## config.mk

```make
export PLATFORM = sky130hd
export DESIGN_NAME = bcd_convert_iter_flat
export DESIGN_NICKNAME = d
export VERILOG_FILES = /design/src/rtl/bcd_convert_iter_if.sv /design/src/rtl/bcd_convert_iter.sv /design/src/flat_wrapper.sv
export SDC_FILE = /design/constraint.sdc
export NUM_CORES = 1
export LEC_CHECK = 0
export ABC_AREA = 1
export CAP_MARGIN = 15
export CORE_AREA = 2 2 68 70
export CTS_CLUSTER_DIAMETER = 80
export DETAILED_ROUTE_END_ITERATION = 7
export DIE_AREA = 0 0 70 72
export PLACE_DENSITY = 0.71
export SYNTH_ARGS = -nofsm -noshare
export SYNTH_HDL_FRONTEND = slang
export SYNTH_SLANG_ARGS = --single-unit
```

## constraint.sdc

```tcl
create_clock -name clk -period 3.6 [get_ports clk]
set_clock_uncertainty 0.15 [all_clocks]
set_input_delay 0.9 -clock clk [delete_from_list [all_inputs] [get_ports clk]]
set_output_delay 0.9 -clock clk [all_outputs]
set_load 0.01 [all_outputs]
```

## src/rtl/bcd_convert_iter_if.sv

```systemverilog
// bcd_convert_iter_if: start/done handshake and result bus of the iterative
// binary-to-BCD converter. The master drives requests, the slave converts.
interface bcd_convert_iter_if #(
   parameter int N      = 8,
   parameter int DIGITS = 3
);
   logic                  start;
   logic [N-1:0]          decimal;
   logic                  busy;
   logic                  done;
   logic [4*DIGITS-1:0]   bcd;
   logic                  overflow;

   modport master (output start, decimal, input busy, done, bcd, overflow);
   modport slave  (input start, decimal, output busy, done, bcd, overflow);
endinterface

```

## src/rtl/bcd_convert_iter.sv

```systemverilog
// bcd_convert_iter: iterative double-dabble (shift-add-3) binary-to-BCD
// converter, one input bit per clock, N cycles from capture to done.
// The raw result is decimal mod 10^DIGITS; overflow flags values that do not fit.
// Optional build macro: BCD_OVERFLOW_SAT_EN -- on overflow, bcd is loaded with
// all nines instead of the modulo result.
module bcd_convert_iter #(
   parameter int N      = 8,
   parameter int DIGITS = 3
) (
   input logic               clk,
   input logic               rst,
   bcd_convert_iter_if.slave bus
);
   localparam int AW = 4 * DIGITS;
   localparam int CW = $clog2(N + 1);
   // Wide enough for both the input and 10^DIGITS (10^D < 16^D).
   localparam int LW = N + AW + 1;

   function automatic logic [LW-1:0] pow10(input int d);
      logic [LW-1:0] p;
      p = LW'(1);
      for (int i = 0; i < d; i++) p = p * LW'(10);
      return p;
   endfunction

   // Largest value that fits; a constant compare that is never true when 10^DIGITS >= 2^N.
   localparam logic [LW-1:0] LIMIT = pow10(DIGITS) - LW'(1);

   function automatic logic [AW-1:0] add3(input logic [AW-1:0] a);
      logic [AW-1:0] r;
      r = a;
      for (int k = 0; k < DIGITS; k++)
         if (a[4*k +: 4] >= 4'd5) r[4*k +: 4] = a[4*k +: 4] + 4'd3;
      return r;
   endfunction

`ifdef BCD_OVERFLOW_SAT_EN
   function automatic logic [AW-1:0] all_nines();
      logic [AW-1:0] r;
      r = '0;
      for (int k = 0; k < DIGITS; k++) r[4*k +: 4] = 4'd9;
      return r;
   endfunction
`endif

   typedef enum logic {IDLE = 1'b0, SHIFT = 1'b1} state_t;

   state_t          state, state_nx;
   logic [N-1:0]    bin;
   logic [AW-1:0]   acc;
   logic [CW-1:0]   cnt;
   logic            ovf_q;
   logic [AW-1:0]   bcd_q;
   logic            ovf_out;
   logic            done_q;
   logic [AW-1:0]   acc_nx;
   logic [N-1:0]    bin_nx;
   logic [AW-1:0]   result;
   logic            accept;
   logic            last;

   // Next state, handshake decode and the adjust-then-shift step of one iteration.
   always_comb begin
      state_nx = state;
      accept   = 1'b0;
      last     = 1'b0;
      // The bit leaving the top digit is dropped, giving the mod-10^DIGITS result.
      {acc_nx, bin_nx} = {add3(acc), bin} << 1;
      case (state)
         IDLE: begin
            if (bus.start) begin
               accept   = 1'b1;
               state_nx = SHIFT;
            end
         end
         SHIFT: begin
            if (cnt == CW'(1)) begin
               last     = 1'b1;
               state_nx = IDLE;
            end
         end
         default: state_nx = IDLE;
      endcase
   end

`ifdef BCD_OVERFLOW_SAT_EN
   assign result = ovf_q ? all_nines() : acc_nx;
`else
   assign result = acc_nx;
`endif

   // State register.
   always_ff @(posedge clk) begin
      if (rst) state <= IDLE;
      else     state <= state_nx;
   end

   // Capture, iterate, and publish the result only on the final iteration.
   always_ff @(posedge clk) begin
      if (rst) begin
         bin     <= '0;
         acc     <= '0;
         cnt     <= '0;
         ovf_q   <= 1'b0;
         bcd_q   <= '0;
         ovf_out <= 1'b0;
         done_q  <= 1'b0;
      end else begin
         done_q <= last;
         if (accept) begin
            bin   <= bus.decimal;
            acc   <= '0;
            cnt   <= CW'(N);
            ovf_q <= ({{(LW-N){1'b0}}, bus.decimal} > LIMIT);
         end else if (state == SHIFT) begin
            bin <= bin_nx;
            acc <= acc_nx;
            cnt <= cnt - CW'(1);
         end
         if (last) begin
            bcd_q   <= result;
            ovf_out <= ovf_q;
         end
      end
   end

   assign bus.busy     = (state == SHIFT);
   assign bus.done     = done_q;
   assign bus.bcd      = bcd_q;
   assign bus.overflow = ovf_out;
endmodule

```

## src/flat_wrapper.sv

```systemverilog
// flat-port wrapper written by rule: the top's interface ports become plain ports
module bcd_convert_iter_flat 
#(
   parameter int N      = 8,
   parameter int DIGITS = 3
)
  (clk, rst, bus_start, bus_decimal, bus_busy, bus_done, bus_bcd, bus_overflow);
  bcd_convert_iter_if #(.N(N), .DIGITS(DIGITS)) bus_i ();
  input logic clk;
  input logic rst;
  input wire logic [$bits(bus_i.start)-1:0] bus_start;
  input wire logic [$bits(bus_i.decimal)-1:0] bus_decimal;
  output wire logic [$bits(bus_i.busy)-1:0] bus_busy;
  output wire logic [$bits(bus_i.done)-1:0] bus_done;
  output wire logic [$bits(bus_i.bcd)-1:0] bus_bcd;
  output wire logic [$bits(bus_i.overflow)-1:0] bus_overflow;
  assign bus_i.start = bus_start;
  assign bus_i.decimal = bus_decimal;
  assign bus_busy = bus_i.busy;
  assign bus_done = bus_i.done;
  assign bus_bcd = bus_i.bcd;
  assign bus_overflow = bus_i.overflow;
  bcd_convert_iter #(.N(N), .DIGITS(DIGITS)) u_core (.clk(clk), .rst(rst), .bus(bus_i));
endmodule
```

==> run_results.csv <==
group,metric,value,unit
status,status,"complete, no violations",
synthesis,synthCells,270,
detailed_routing,post_drt_wl_per_cell,10.85,um
worst_setup_path,worstReg2RegStart,"u_core.bus.busy",
clocking,clock_path_buffers,2,
synthesis,yosys_register_bits,38,
timing,setup_tns,0,ns
min_path,hp-class,"register to register",
timing,finalCriticalPeriod,2.225,ns
global_route,grt_pass1_wl,6699,um
global_route,antenna_found_initial,0,
floorplanning,dieArea,5040,um2
synthesis,synth_area_leader_cell,"dfxtp_1",
detailed_routing,routed_wl,3743,um
global_route,overflow,0,
synthesis,ys_types,22,
finish,drive_gt1_frac,0.07167,
global_route,grt_pass1_vias,1574,
timing,setup_slack,1.375,ns
global_route,grt_max_degree,27,
placed_design,dpl.hpwl,2650,um
finish,syn2layout_area_growth,17.78,%
floorplanning,initial_utilization,0.4422,
timing,clock.fmax,0.4494,GHz
synthesis,yosys-top-cells-area,"dfxtp_1 40%, nand2_1 18%, nand3_1 9.3%",
floorplanning,die_h,72,um
floorplanning,num_rows,24,
timing,period_share,0.6181,
global_route,grt_usage,0.1648,
clocking,clock_latency,0.29,ns
pwr,vdd_drop_max,0.0001530,V
floorplanning,io-pin-count,26,
synthesis,synth_top_area_frac,0.4035,
finish,fin_nets,312,
worst_setup_path,crit_required,2.55,ns
synthesis,syn_nets,289,
detailed_routing,vias,1651,
worst_setup_path,cp.arrival,1.18,ns
run,drv_cap,0,
worst_setup_path,crit_path_end_kind,"output pin",
detailed_routing,drc_errors,0,
detailed_routing,viasPerCell,4.786,
worst_setup_path,crit_family,"buffers and inverters",
floorplanning,die_w,70,um
clocking,numClockSinks,38,
detailed_routing,drt_iter0_markers,94,
worst_setup_path,critPathMaxFanout,2,
synthesis,yosysSeqAreaShare,0.4035,
pwr,p_leak,1.095,nW
pwr,power-per-cell-area,383.6,nW/um2
timing,setup_viol,0,
clocking,clkTransAtPathRegs,0.07,ns
clocking,ctsResizeCount,0,
synthesis,synth_warnings,0,
placed_design,dp_slack,1.238,ns
clocking,numCtsBuffers,5,
synthesis,syn_area_per_cell,6.984,um2
clocking,cts_root_buf,"clkbuf_8",
clocking,cts_setup_buffers,0,
worst_setup_path,max_stage_delay,0.55,ns
min_path,min_from,"u_core.bus.bcd[10]",
finish,diodes,0,
placed_design,io_buffer_count,24,
worst_setup_path,startpoint,"u_core.bus.bcd[8]",
timing,rsz0062_at_grt,"no",
placed_design,gp_congestion,0.8675,
clocking,cts_tree,"yes",
synthesis,synth-main-ff-cell,"dfxtp_1",
synthesis,async_reset_ff_frac,0,
floorplanning,coreArea,4264,um2
clocking,hold_buffers,0,
synthesis,synth_area,1886,um2
detailed_routing,ant_nets,0,
detailed_routing,drtPass1Iterations,4,
timing,final_max_slew_viol_count,0,
worst_setup_path,critical_path_class,"register to output pin",
worst_setup_path,critical_path_buf_inv_count,1,
worst_setup_path,start_kind,"register",
synthesis,synth_edf_count,0,
clocking,htree_levels,2,
worst_setup_path,cp_cell_sequence,"clkdlybuf4s50_1",
worst_setup_path,cp_slowest_cell,"clkdlybuf4s50_1",
timing,timing_hold_violations_final,0,
placed cells by master (no fill, tap or decap), types with 6 or more instances in the layout:
| master | instances |
|---|---|
| a21oi_1 | 15 |
| clkdlybuf4s50_1 | 24 |
| dfxtp_1 | 38 |
| ha_1 | 8 |
| inv_1 | 33 |
| inv_2 | 6 |
| nand2_1 | 89 |
| nand3_1 | 35 |
| nand4_1 | 6 |
| nor2_1 | 11 |
synthesized netlist by cell type (2+ instances only):
library cell / n
nand2_1: 89
dfxtp_1: 38
nand3_1: 35
inv_1: 33
a21oi_1: 15
nor2_1: 11
ha_1: 8
buf_2: 6
inv_2: 6
nand4_1: 6
o21ai_1: 5
o21ai_0: 4
buf_4: 2
nor2_4: 2
nor2_8: 2
nor3_1: 2
where the power goes:
part	total, mW	internal (mW)	switching (mW)	leakage (nW)
combinational	0.127	0.0489	0.0778	0.742
clock	0.274	0.130	0.144	0.0438
sequential	0.451	0.439	0.0125	0.310
total	0.852	0.617	0.234	1.10
area by class of cell:
| cell class | count | area [um2] |
|---|---|---|
| clock inverter | 2 | 10.01 |
| sequential | 38 | 760.7 |
| tap | 52 | 65.06 |
| multi-input combinational | 183 | 915.9 |
| clock buffer | 5 | 68.82 |
| timing repair buffer | 25 | 247.7 |
| fill | 446 | 2043 |
| inverter | 40 | 152.6 |
routing by layer:
layer / global-route usage / share of wire / vias to the layer above
met2: 0.2741 / 0.47 / 28
met5: 0 / 0 / -
met1: 0.2002 / 0.48 / 727
met4: 0.07692 / 0.018 / 0
li1: - / - / 889
met3: 0.04444 / 0.032 / 7
through the flow:
step | cells | total power, mW | area [um2] | hold WS, ns | util
finish | 345 | 0.8519 | 2221 | 0.3218 | 0.5208
global route | 345 | 0.9042 | 2221 | 0.3425 | 0.5208
CTS | 345 | 0.8622 | 2221 | 0.3262 | 0.5208
detailed placement | 338 | 0.5876 | 2142 | 0.3136 | 0.5023
global placement | 338 | 0.5860 | 2142 | 0.3017 | 0.5023
floorplan | 270 | 0.5534 | 1886 | 0.2874 | -
tightest hold or removal path, stage by stage (launching register included):
cell     delay, ns
dfxtp_1       0.31
nand3_1       0.07
nand2_1       0.05
sequential cells by signal, summed over array words and instances (netlist names):
name	flops
u_core.acc	12
u_core.bus.bcd	12
u_core.bin	8
u_core.cnt	4
u_core.bus.busy	1
u_core.bus.done	1
path summary, 6_finish.rpt:
path | endpoint | slack (ns) | depth (start not counted)
setup reg to reg | u_core.bus.bcd[7] | 1.90 | 5
setup / recovery | bus_bcd[8] | 1.37 | 1
hold / removal | u_core.bus.bcd[10] | 0.32 | 2
hold reg to reg | u_core.bus.bcd[10] | 0.32 | 2
cells by family after synthesis:
| logic type | after synthesis | share of synthesized area |
|---|---|---|
| AO/OA/AOI/OAI | 25 | 0.06768 |
| AND/OR/NAND/NOR | 149 | 0.3630 |
| buffers and inverters | 49 | 0.1108 |
| other | 1 | 0.001989 |
| adder cells (fa/ha/maj) | 8 | 0.05309 |
| flip-flops | 38 | 0.4035 |
Note: power is estimated with default switching activity, not from simulation.
